## config.mk

```make
export PLATFORM = sky130hd
export DESIGN_NAME = bram_burst_reader
export DESIGN_NICKNAME = d
export VERILOG_FILES = /design/src/rtl/bram_burst_reader.sv
export SDC_FILE = /design/constraint.sdc
export NUM_CORES = 1
export LEC_CHECK = 0
export ABC_CLOCK_PERIOD_IN_PS = 7900
export CORE_UTILIZATION = 60
export DETAILED_ROUTE_END_ITERATION = 12
export GPL_TIMING_DRIVEN = 0
export PLACE_DENSITY_LB_ADDON = 0.05
export SYNTH_ARGS = -nofsm -noshare
export SYNTH_HDL_FRONTEND = slang
export SYNTH_SLANG_ARGS = --single-unit
```

## constraint.sdc

```tcl
create_clock -name CLK -period 7.9 [get_ports CLK]
set_input_delay 1.58 -clock CLK [delete_from_list [all_inputs] [get_ports CLK]]
set_output_delay 1.58 -clock CLK [all_outputs]
set_load 0.02 [all_outputs]
```

## src/rtl/bram_burst_reader.sv

```systemverilog
// Burst read engine for a fixed-latency block RAM read port, streaming words out through a credit-limited skid FIFO.
// Optional build macro BURST_READER_STATS_EN adds a saturating stall_cnt output.
module bram_burst_reader #(
  parameter int ADDR_W     = 6,
  parameter int DATA_W     = 16,
  parameter int RD_LAT     = 2,
  parameter int SKID_DEPTH = 4
) (
  input  logic              CLK,
  input  logic              rst_n,
  input  logic              start,
  input  logic [ADDR_W-1:0] base_addr,
  input  logic [ADDR_W:0]   burst_len,
  output logic              busy,
  output logic              done,
  output logic [ADDR_W-1:0] ram_addr,
  output logic              ram_en,
  input  logic [DATA_W-1:0] ram_rd_data,
  output logic              m_valid,
  input  logic              m_ready,
  output logic [DATA_W-1:0] m_data,
  output logic              m_last
`ifdef BURST_READER_STATS_EN
  ,
  output logic [15:0]       stall_cnt
`endif
);

  localparam int PW = $clog2(SKID_DEPTH);
  localparam int CW = PW + 1;
  localparam int OW = $clog2(SKID_DEPTH + RD_LAT + 2) + 1;
  localparam int RW = ADDR_W + 1;

  typedef enum logic [1:0] {IDLE, ISSUE, DRAIN} state_t;

  state_t              state;
  logic [ADDR_W-1:0]   nxt_addr;
  logic [RW-1:0]       remain;
  logic                iss_p0;
  logic                iss_last_p0;
  logic [RD_LAT-1:0]   vld_p;
  logic [RD_LAT-1:0]   last_p;

  logic [DATA_W-1:0]   fifo_d [SKID_DEPTH];
  logic                fifo_l [SKID_DEPTH];
  logic [PW-1:0]       wr_ptr;
  logic [PW-1:0]       rd_ptr;
  logic [CW-1:0]       cnt;
  logic [DATA_W-1:0]   hold_d;

  logic                push;
  logic                pop;
  logic [OW-1:0]       occ;
  logic                can_issue;

  function automatic logic [OW-1:0] inflight_of(input logic stage0, input logic [RD_LAT-1:0] v);
    logic [OW-1:0] n;
    n = OW'(stage0);
    for (int i = 0; i < RD_LAT; i++) n = n + OW'(v[i]);
    return n;
  endfunction

`ifdef BURST_READER_STATS_EN
  function automatic logic [15:0] sat_inc(input logic [15:0] x);
    return (x == 16'hFFFF) ? x : x + 16'd1;
  endfunction
`endif

  // The pop happening this cycle frees its slot, so SKID_DEPTH = RD_LAT+2 in-flight slots sustain one word per cycle.
  always_comb begin
    push      = vld_p[RD_LAT-1];
    pop       = (cnt != '0) && m_ready;
    occ       = OW'(cnt) + inflight_of(iss_p0, vld_p);
    can_issue = (occ < (OW'(SKID_DEPTH) + OW'(pop)));
    m_valid   = (cnt != '0);
    m_data    = m_valid ? fifo_d[rd_ptr] : hold_d;
    m_last    = m_valid & fifo_l[rd_ptr];
    busy      = (state != IDLE);
    ram_en    = iss_p0 | (|vld_p);
  end

  // Issue stage (_p0 travels with ram_addr) and the RAM latency tracking pipe
  always_ff @(posedge CLK or negedge rst_n) begin
    if (!rst_n) begin
      state       <= IDLE;
      done        <= 1'b0;
      ram_addr    <= '0;
      nxt_addr    <= '0;
      remain      <= '0;
      iss_p0      <= 1'b0;
      iss_last_p0 <= 1'b0;
      vld_p       <= '0;
      last_p      <= '0;
    end else begin
      done      <= 1'b0;
      iss_p0    <= 1'b0;
      vld_p[0]  <= iss_p0;
      last_p[0] <= iss_last_p0;
      for (int i = 1; i < RD_LAT; i++) begin
        vld_p[i]  <= vld_p[i-1];
        last_p[i] <= last_p[i-1];
      end
      case (state)
        IDLE: begin
          if (start) begin
            if (burst_len == '0) begin
              done <= 1'b1;
            end else begin
              ram_addr    <= base_addr;
              nxt_addr    <= base_addr + ADDR_W'(1);
              remain      <= burst_len - RW'(1);
              iss_p0      <= 1'b1;
              iss_last_p0 <= (burst_len == RW'(1));
              state       <= ISSUE;
            end
          end
        end
        ISSUE: begin
          if (remain == '0) begin
            state <= DRAIN;
          end else if (can_issue) begin
            ram_addr    <= nxt_addr;
            nxt_addr    <= nxt_addr + ADDR_W'(1);
            remain      <= remain - RW'(1);
            iss_p0      <= 1'b1;
            iss_last_p0 <= (remain == RW'(1));
            if (remain == RW'(1)) state <= DRAIN;
          end
        end
        DRAIN: begin
          if (pop && m_last) begin
            state <= IDLE;
            done  <= 1'b1;
          end
        end
        default: state <= IDLE;
      endcase
    end
  end

  // Skid FIFO control
  always_ff @(posedge CLK or negedge rst_n) begin
    if (!rst_n) begin
      wr_ptr <= '0;
      rd_ptr <= '0;
      cnt    <= '0;
      hold_d <= '0;
    end else begin
      if (push) wr_ptr <= wr_ptr + PW'(1);
      if (pop) begin
        rd_ptr <= rd_ptr + PW'(1);
        hold_d <= fifo_d[rd_ptr];
      end
      case ({push, pop})
        2'b10:   cnt <= cnt + CW'(1);
        2'b01:   cnt <= cnt - CW'(1);
        default: cnt <= cnt;
      endcase
    end
  end

  always_ff @(posedge CLK) begin
    if (push) begin
      fifo_d[wr_ptr] <= ram_rd_data;
      fifo_l[wr_ptr] <= last_p[RD_LAT-1];
    end
  end

`ifdef BURST_READER_STATS_EN
  always_ff @(posedge CLK or negedge rst_n) begin
    if (!rst_n) begin
      stall_cnt <= '0;
    end else if ((state == IDLE) && start) begin
      stall_cnt <= '0;
    end else if (m_valid && !m_ready) begin
      stall_cnt <= sat_inc(stall_cnt);
    end
  end
`endif

endmodule
```

==> impl_metrics.yaml, run 1 <==
drt:
  drcViolationCount: 0
  vias: 3556
  vias_per_cell: 5.81
  routedWlPerCell_um: 18.8
  routed_wl_mm: 11.5
  drtIter0Drc: 169
  postRouteAntennaNets: 0
  dr.pass1.iters: 5
grt:
  grt_pass1_vias: 3738
  antenna_found_initial: 0
  grt_overflow: 0
  grt_max_degree: 30
  grt_pass1_wl_mm: 19.0
  grt_usage_pct: 26.9
timing:
  final_hold_viol_count: 0
  timing.final.crit_share_pct: 60.2
  worst-slew-pin-transition_ns: 0.992
  rsz0062_at_grt: "false"
  skew_ns: 0.00746
  fin_ws_ns: 3.15
  period_minus_slack_ns: 4.75
  drv_slew: 0
  relSlewSlack_pct: 33.9
  fmax_mhz: 210
  tns_ns: 0
  setup_viol: 0
critical_path:
  path_cells: "clkbuf_1, clkbuf_1, mux4_2, mux2_2, clkdlybuf4s50_1"
  crit_path_max_incr_delay_ns: 0.62
  cp_max_fo: 10
  cpMostUsedCell: "clkbuf_1"
  cp.required_ns: 6.32
  regToRegSetupSlack_ns: 4.98
  crit_path_end_kind: "output port"
  startpoint_type: "flip-flop"
  path_class: "reg2out"
  worst_path_max_delay_cell: "clkbuf_1"
  critPathArrivalTime_ns: 3.17
floorplan:
  die_h_um: 96.8
  die_w_um: 96.8
  rows: 34
  start_util_pct: 61.8
  core_area_um2: 8720
  dieArea_um2: 9370
  io_pins: 60
clock_network:
  clk_pin_slew_worst_paths_ns: 0.06
  cts.sinks: 119
  post_cts_buffers: 0
  clockBufferDepth: 2
  cts-root-buf: "clkbuf_8"
  insertion_delay_ns: 0.51
  htreeDepth: 4
  hold_buffers: 0
  post_cts_resize_count: 0
  cts-buffers-inserted: 17
  cts_tree: "built"
pwr:
  switchingPower_w: 0.00126
  ir_drop_v: 0.000228
  pwr-share-clk_pct: 23.3
  switching_share_pct: 38.2
  p_int_w: 0.00204
  power_leakage_nw: 2.66
  comb_power_share_pct: 45.9
  p_per_area_nw_per_um2: 491
  p_seq_share_pct: 30.8
synth:
  synth_edf_count: 68
  syn_inst: 412
  avgSynthCellArea_um2: 13.1
  ys_seq_elements: 119
  ys_seq_area_share_pct: 61.6
  syn-num-nets: 462
  synthArstFlopShare_pct: 42.9
  synth_area_um2: 5390
  synth-main-ff-cell: "edfxtp_1"
  ys_types: 51
  ys.warnings.count: 0
min_path:
  holdCritPathClass: "reg2reg"
run_status:
  status: "finished clean"
place:
  post-place-ws_ns: 3.65
  gp_congestion: 0.835
  dp_hpwl_mm: 7.07
  io_buffer_count: 59
finish:
  num_antenna_cells: 0
  drive_above_1_share_pct: 16.7
  area_growth_pct: 24.7
  nNetsFinal: 541
run:
  max_cap_viol_count: 0
## critical path: cells and delay by family (launching register included)
family	cells	cell delay, ns
buffers and inverters	3	1.62
multiplexers	2	0.72
flip-flops	1	0.33
## cells in the final DEF, fill, tap and decap left out, drive strengths merged, types with 2 or more instances in the layout
master and count:
mux4 17, nand2 84, o21ai 14, ha 14, and2 6, a21oi 14, a211oi 2, edfxtp 68
bufinv 3, clkinv 5, dfrtp 51, clkbuf 26, fa 3, buf 10, xor2 9, mux2i 3
nor2 23, xnor2 4, nand4b 2, clkinvlp 3, inv 22, mux2 17, or3 2, a31oi 4
nand2b 3, clkdlybuf4s50 58, nor2b 3, nand3 9, nor3 8
## path summary, 6_finish.rpt
check / startpoint / endpoint / depth (start not counted)
max reg2reg: cnt[0]$_DFFE_PN0P_ / cnt[2]$_DFFE_PN0P_ / 12
max: rd_ptr[1]$_DFFE_PN0N_ / m_data[12] / 5
max in group asynchronous: rst_n / remain[5]$_DFFE_PN0P_ / 2
min reg2reg: last_p[0]$_DFF_PN0_ / last_p[1]$_DFF_PN0_ / 0
min: last_p[0]$_DFF_PN0_ / last_p[1]$_DFF_PN0_ / 0
min in group asynchronous: rst_n / hold_d[11]$_DFFE_PN0N_ / 1
## final cells by class
type,instances,area (um^2)
inverters,19,73.8
plain buffers,16,83.8
clock buffers,18,418
fillers,522,2000
flip-flops and latches,119,3320
clock inverters,14,174
well taps,108,135
repair buffers,60,606
multi-input cells,258,1910
## flip-flops by register name (all words and copies together), names as in the netlist
name / cells
last_p: 2
iss_p0: 1
iss_last_p0: 1
fifo_d: 64
state: 2
fifo_l: 4
rd_ptr: 2
cnt: 3
hold_d: 16
done: 1
vld_p: 2
ram_addr: 6
nxt_addr: 6
remain: 7
wr_ptr: 2
## per-stage QoR
stage | std cells | hold slack, ns | utilization (%) | total power [W] | instance area [um^2]
finish | 612 | 0.362 | 77.1 | 0.00330 | 6720
global route | 612 | 0.358 | 77.1 | 0.00350 | 6720
CTS | 612 | 0.355 | 77.1 | 0.00331 | 6720
detailed placement | 580 | 0.357 | 70.3 | 0.00251 | 6130
global placement | 579 | 0.338 | 70.1 | 0.00245 | 6120
floorplan | 412 | 0.331 | - | 0.00202 | 5390
## synthesized netlist by cell type (all sizes together) (6+ instances only)
cell | number | share of area, %
nand3 | 9 | 0.84
a21oi | 14 | 1.3
edfxtp | 68 | 38
ha | 14 | 3.2
xor2 | 9 | 1.5
mux2 | 17 | 3.6
mux4 | 17 | 7.1
buf | 8 | 1.0
and2 | 6 | 0.70
nor3 | 8 | 0.95
dfrtp | 51 | 24
nor2 | 23 | 1.6
nand2 | 84 | 6.0
inv | 19 | 1.4
o21ai | 14 | 1.3
clkbuf | 8 | 0.56
## power by group through the flow
stage	sequential (W)	combinational, W	clock (W)
detailed placement	0.00102	0.00149	0
finish	0.00102	0.00151	0.000767
global placement	0.00101	0.00145	0
global route	0.00104	0.00166	0.000804
CTS	0.00101	0.00152	0.000773
floorplan	0.00100	0.00101	0
## logic make-up (layout without fill, tap and decap cells)
logic type	after synthesis	after routing	share of synthesized area, %
and+or+nand+nor	145	145	12.0
AOI/OAI and AO/OA	46	46	5.80
muxes	37	37	11.2
DFF	119	119	61.6
adders and majority gates	17	17	4.36
xor gates and xnor gates	13	13	2.11
buffers and inverters	35	127	2.92
## per-layer routing
| layer | wire (um) | global-route usage, % | vias to the layer above |
|---|---|---|---|
| met4 | 199 | 10.4 | 0 |
| li1 | - | - | 1632 |
| met3 | 659 | 6.43 | 23 |
| met2 | 5820 | 42.6 | 143 |
| met1 | 4830 | 36.4 | 1758 |
| met5 | 0 | 0 | - |
Power figures use the tool's default switching activity.
==> inputs of run 2 (changes only) <==
- ABC_CLOCK_PERIOD_IN_PS: 7900 -> 4800
- CORE_UTILIZATION: 60 -> 56
- clock period: 7.9 -> 4.8 ns (I/O delays scaled with it)
==> run 2 against run 1 <==
Compared with the run above: combinational power rose by 64%; register-to-register slack got worse by 3.0 ns; global-route usage fell by 2.2 points; clock power rose by 62%; first-iteration DRC count rose by 6.5%; largest cell class unchanged; largest power group unchanged; highest routed layer unchanged.
==> impl_metrics.yaml, run 2 (same netlist as run 1, synthesis figures left out) <==
critical_path:
  timing.rr.end: "cnt[2]$_DFFE_PN0P_"
  regToRegSetupSlack_ns: 1.96
  path_class: "reg2out"
  crit_path_end_kind: "output port"
  r2r_cells: 12
  cp.required_ns: 3.84
  rr_startpoint: "cnt[0]$_DFFE_PN0P_"
  startpoint_type: "flip-flop"
  cp_max_fo: 10
  critPathArrivalTime_ns: 3.18
min_path:
  holdCritPathClass: "reg2reg"
  worstHoldStart: "last_p[0]$_DFF_PN0_"
  hold_path_end: "last_p[1]$_DFF_PN0_"
  whs_path_depth: 0
grt:
  use_met1_pct: 31.1
  grt_max_degree: 29
  use_met2_pct: 39.9
  grt_pass1_wl_mm: 17.8
  antenna_found_initial: 0
  grt_usage_pct: 24.7
  grt_use_met3_pct: 7.38
  grt_pass1_vias: 3535
  grt_overflow: 0
  top_usage_layer: "met2"
place:
  gp_congestion: 0.832
  io_buffer_count: 59
  dp_hpwl_mm: 7.03
  post-place-ws_ns: 1.17
  dpl_cell_area_um2: 6160
clock_network:
  hold_buffers: 0
  cts-root-buf: "clkbuf_8"
  post_cts_buffers: 0
  clk_pin_slew_worst_paths_ns: 0.06
  cts_tree: "built"
  clockBufferDepth: 2
  cts.sinks: 119
  cts-buffers-inserted: 17
  post_cts_resize_count: 0
  htreeDepth: 4
  insertion_delay_ns: 0.52
run:
  max_cap_viol_count: 0
finish:
  num_antenna_cells: 0
  final_common_cell: "nand2_1"
  fin_area_um2: 6740
  regMostFlops: "fifo_d"
  top_regs: "fifo_d (64), hold_d (16), remain (7)"
  largest_reg_flops: 64
  drive_above_1_share_pct: 16.7
  area_growth_pct: 25.1
  final_cell_mix: "83 x nand2_1, 68 x edfxtp_1, 58 x clkdlybuf4s50_1"
  nNetsFinal: 541
timing:
  tns_ns: 0
  timing.final.crit_share_pct: 86.3
  period_minus_slack_ns: 4.14
  setup_viol: 0
  fmax_mhz: 242
  final_hold_viol_count: 0
  skew_ns: 0.0128
  rsz0062_at_grt: "false"
  drv_slew: 0
  fin_ws_ns: 0.660
  worst-slew-pin-transition_ns: 0.986
  relSlewSlack_pct: 34.3
floorplan:
  dieArea_um2: 10000
  core_area_um2: 9280
  die_w_um: 100
  die_h_um: 100
  io_pins: 60
  rows: 35
  start_util_pct: 58.1
pwr:
  power_leakage_nw: 2.66
  ir_drop_v: 0.000467
  power_w: 0.00538
  p_per_area_nw_per_um2: 798
drt:
  postRouteAntennaNets: 0
  vias_per_cell: 5.55
  routed_wl_mm: 11.1
  routedWlPerCell_um: 17.6
  drtIter0Drc: 180
  dr.pass1.iters: 4
  drcViolationCount: 0
  vias: 3513
run_status:
  status: "finished clean"
==> run 2: changes by cell type in the layout (fill, tap and decap cells not counted), sizes merged <==
cell    previous run  this run
inv               22        19
clkinv             5         8
==> run 2: power breakdown <==
part,internal (W),switching (W)
registers,0.00148,0.000190
clock network,0.000796,0.000441
logic,0.00108,0.00140
==> run 2: critical path: stages (launching register included) <==
cell and delay, ns:
dfrtp_1 0.33, clkbuf_1 0.43, clkbuf_1 0.63, mux4_2 0.44, mux2_2 0.29, clkdlybuf4s50_1 0.54
==> run 2: worst max-delay path by stage <==
stage                            end  slack (ns)  depth (start not counted)                   from
2_1_floorplan             m_data[10]        2.09                          4  rd_ptr[0]$_DFFE_PN0N_
3_3_place_gp   remain[0]$_DFFE_PN0P_        1.10                          1                  rst_n
3_5_place_dp      cnt[2]$_DFFE_PN0P_        1.17                         11                m_ready
4_1_cts                   m_data[11]        0.60                          5  rd_ptr[1]$_DFFE_PN0N_
5_1_grt                   m_data[11]        0.56                          5  rd_ptr[1]$_DFFE_PN0N_
6_report                  m_data[11]        0.66                          5  rd_ptr[1]$_DFFE_PN0N_
==> run 2: layer usage <==
metal  vias to the layer above  share of wire, %
met5                         -                 0
met4                         0               1.6
met3                        16               5.6
met2                       120                51
met1                      1745                42
li1                       1632                 -
==> run 2: stage by stage <==
| stage | instances | hold WS [ns] | utilization (%) |
|---|---|---|---|
| floorplan | 412 | 0.331 | - |
| global placement | 600 | 0.339 | 66.2 |
| detailed placement | 601 | 0.338 | 66.3 |
| CTS | 633 | 0.357 | 72.6 |
| global route | 633 | 0.358 | 72.6 |
| finish | 633 | 0.359 | 72.6 |
==> run 2: final cells by class <==
class | instances | area (um^2)
plain buffers | 16 | 83.8
clock buffers | 18 | 428
clock inverters | 14 | 158
fillers | 642 | 2540
inverters | 19 | 73.8
multi-input cells | 258 | 1910
flip-flops and latches | 119 | 3320
well taps | 129 | 161
repair buffers | 60 | 606
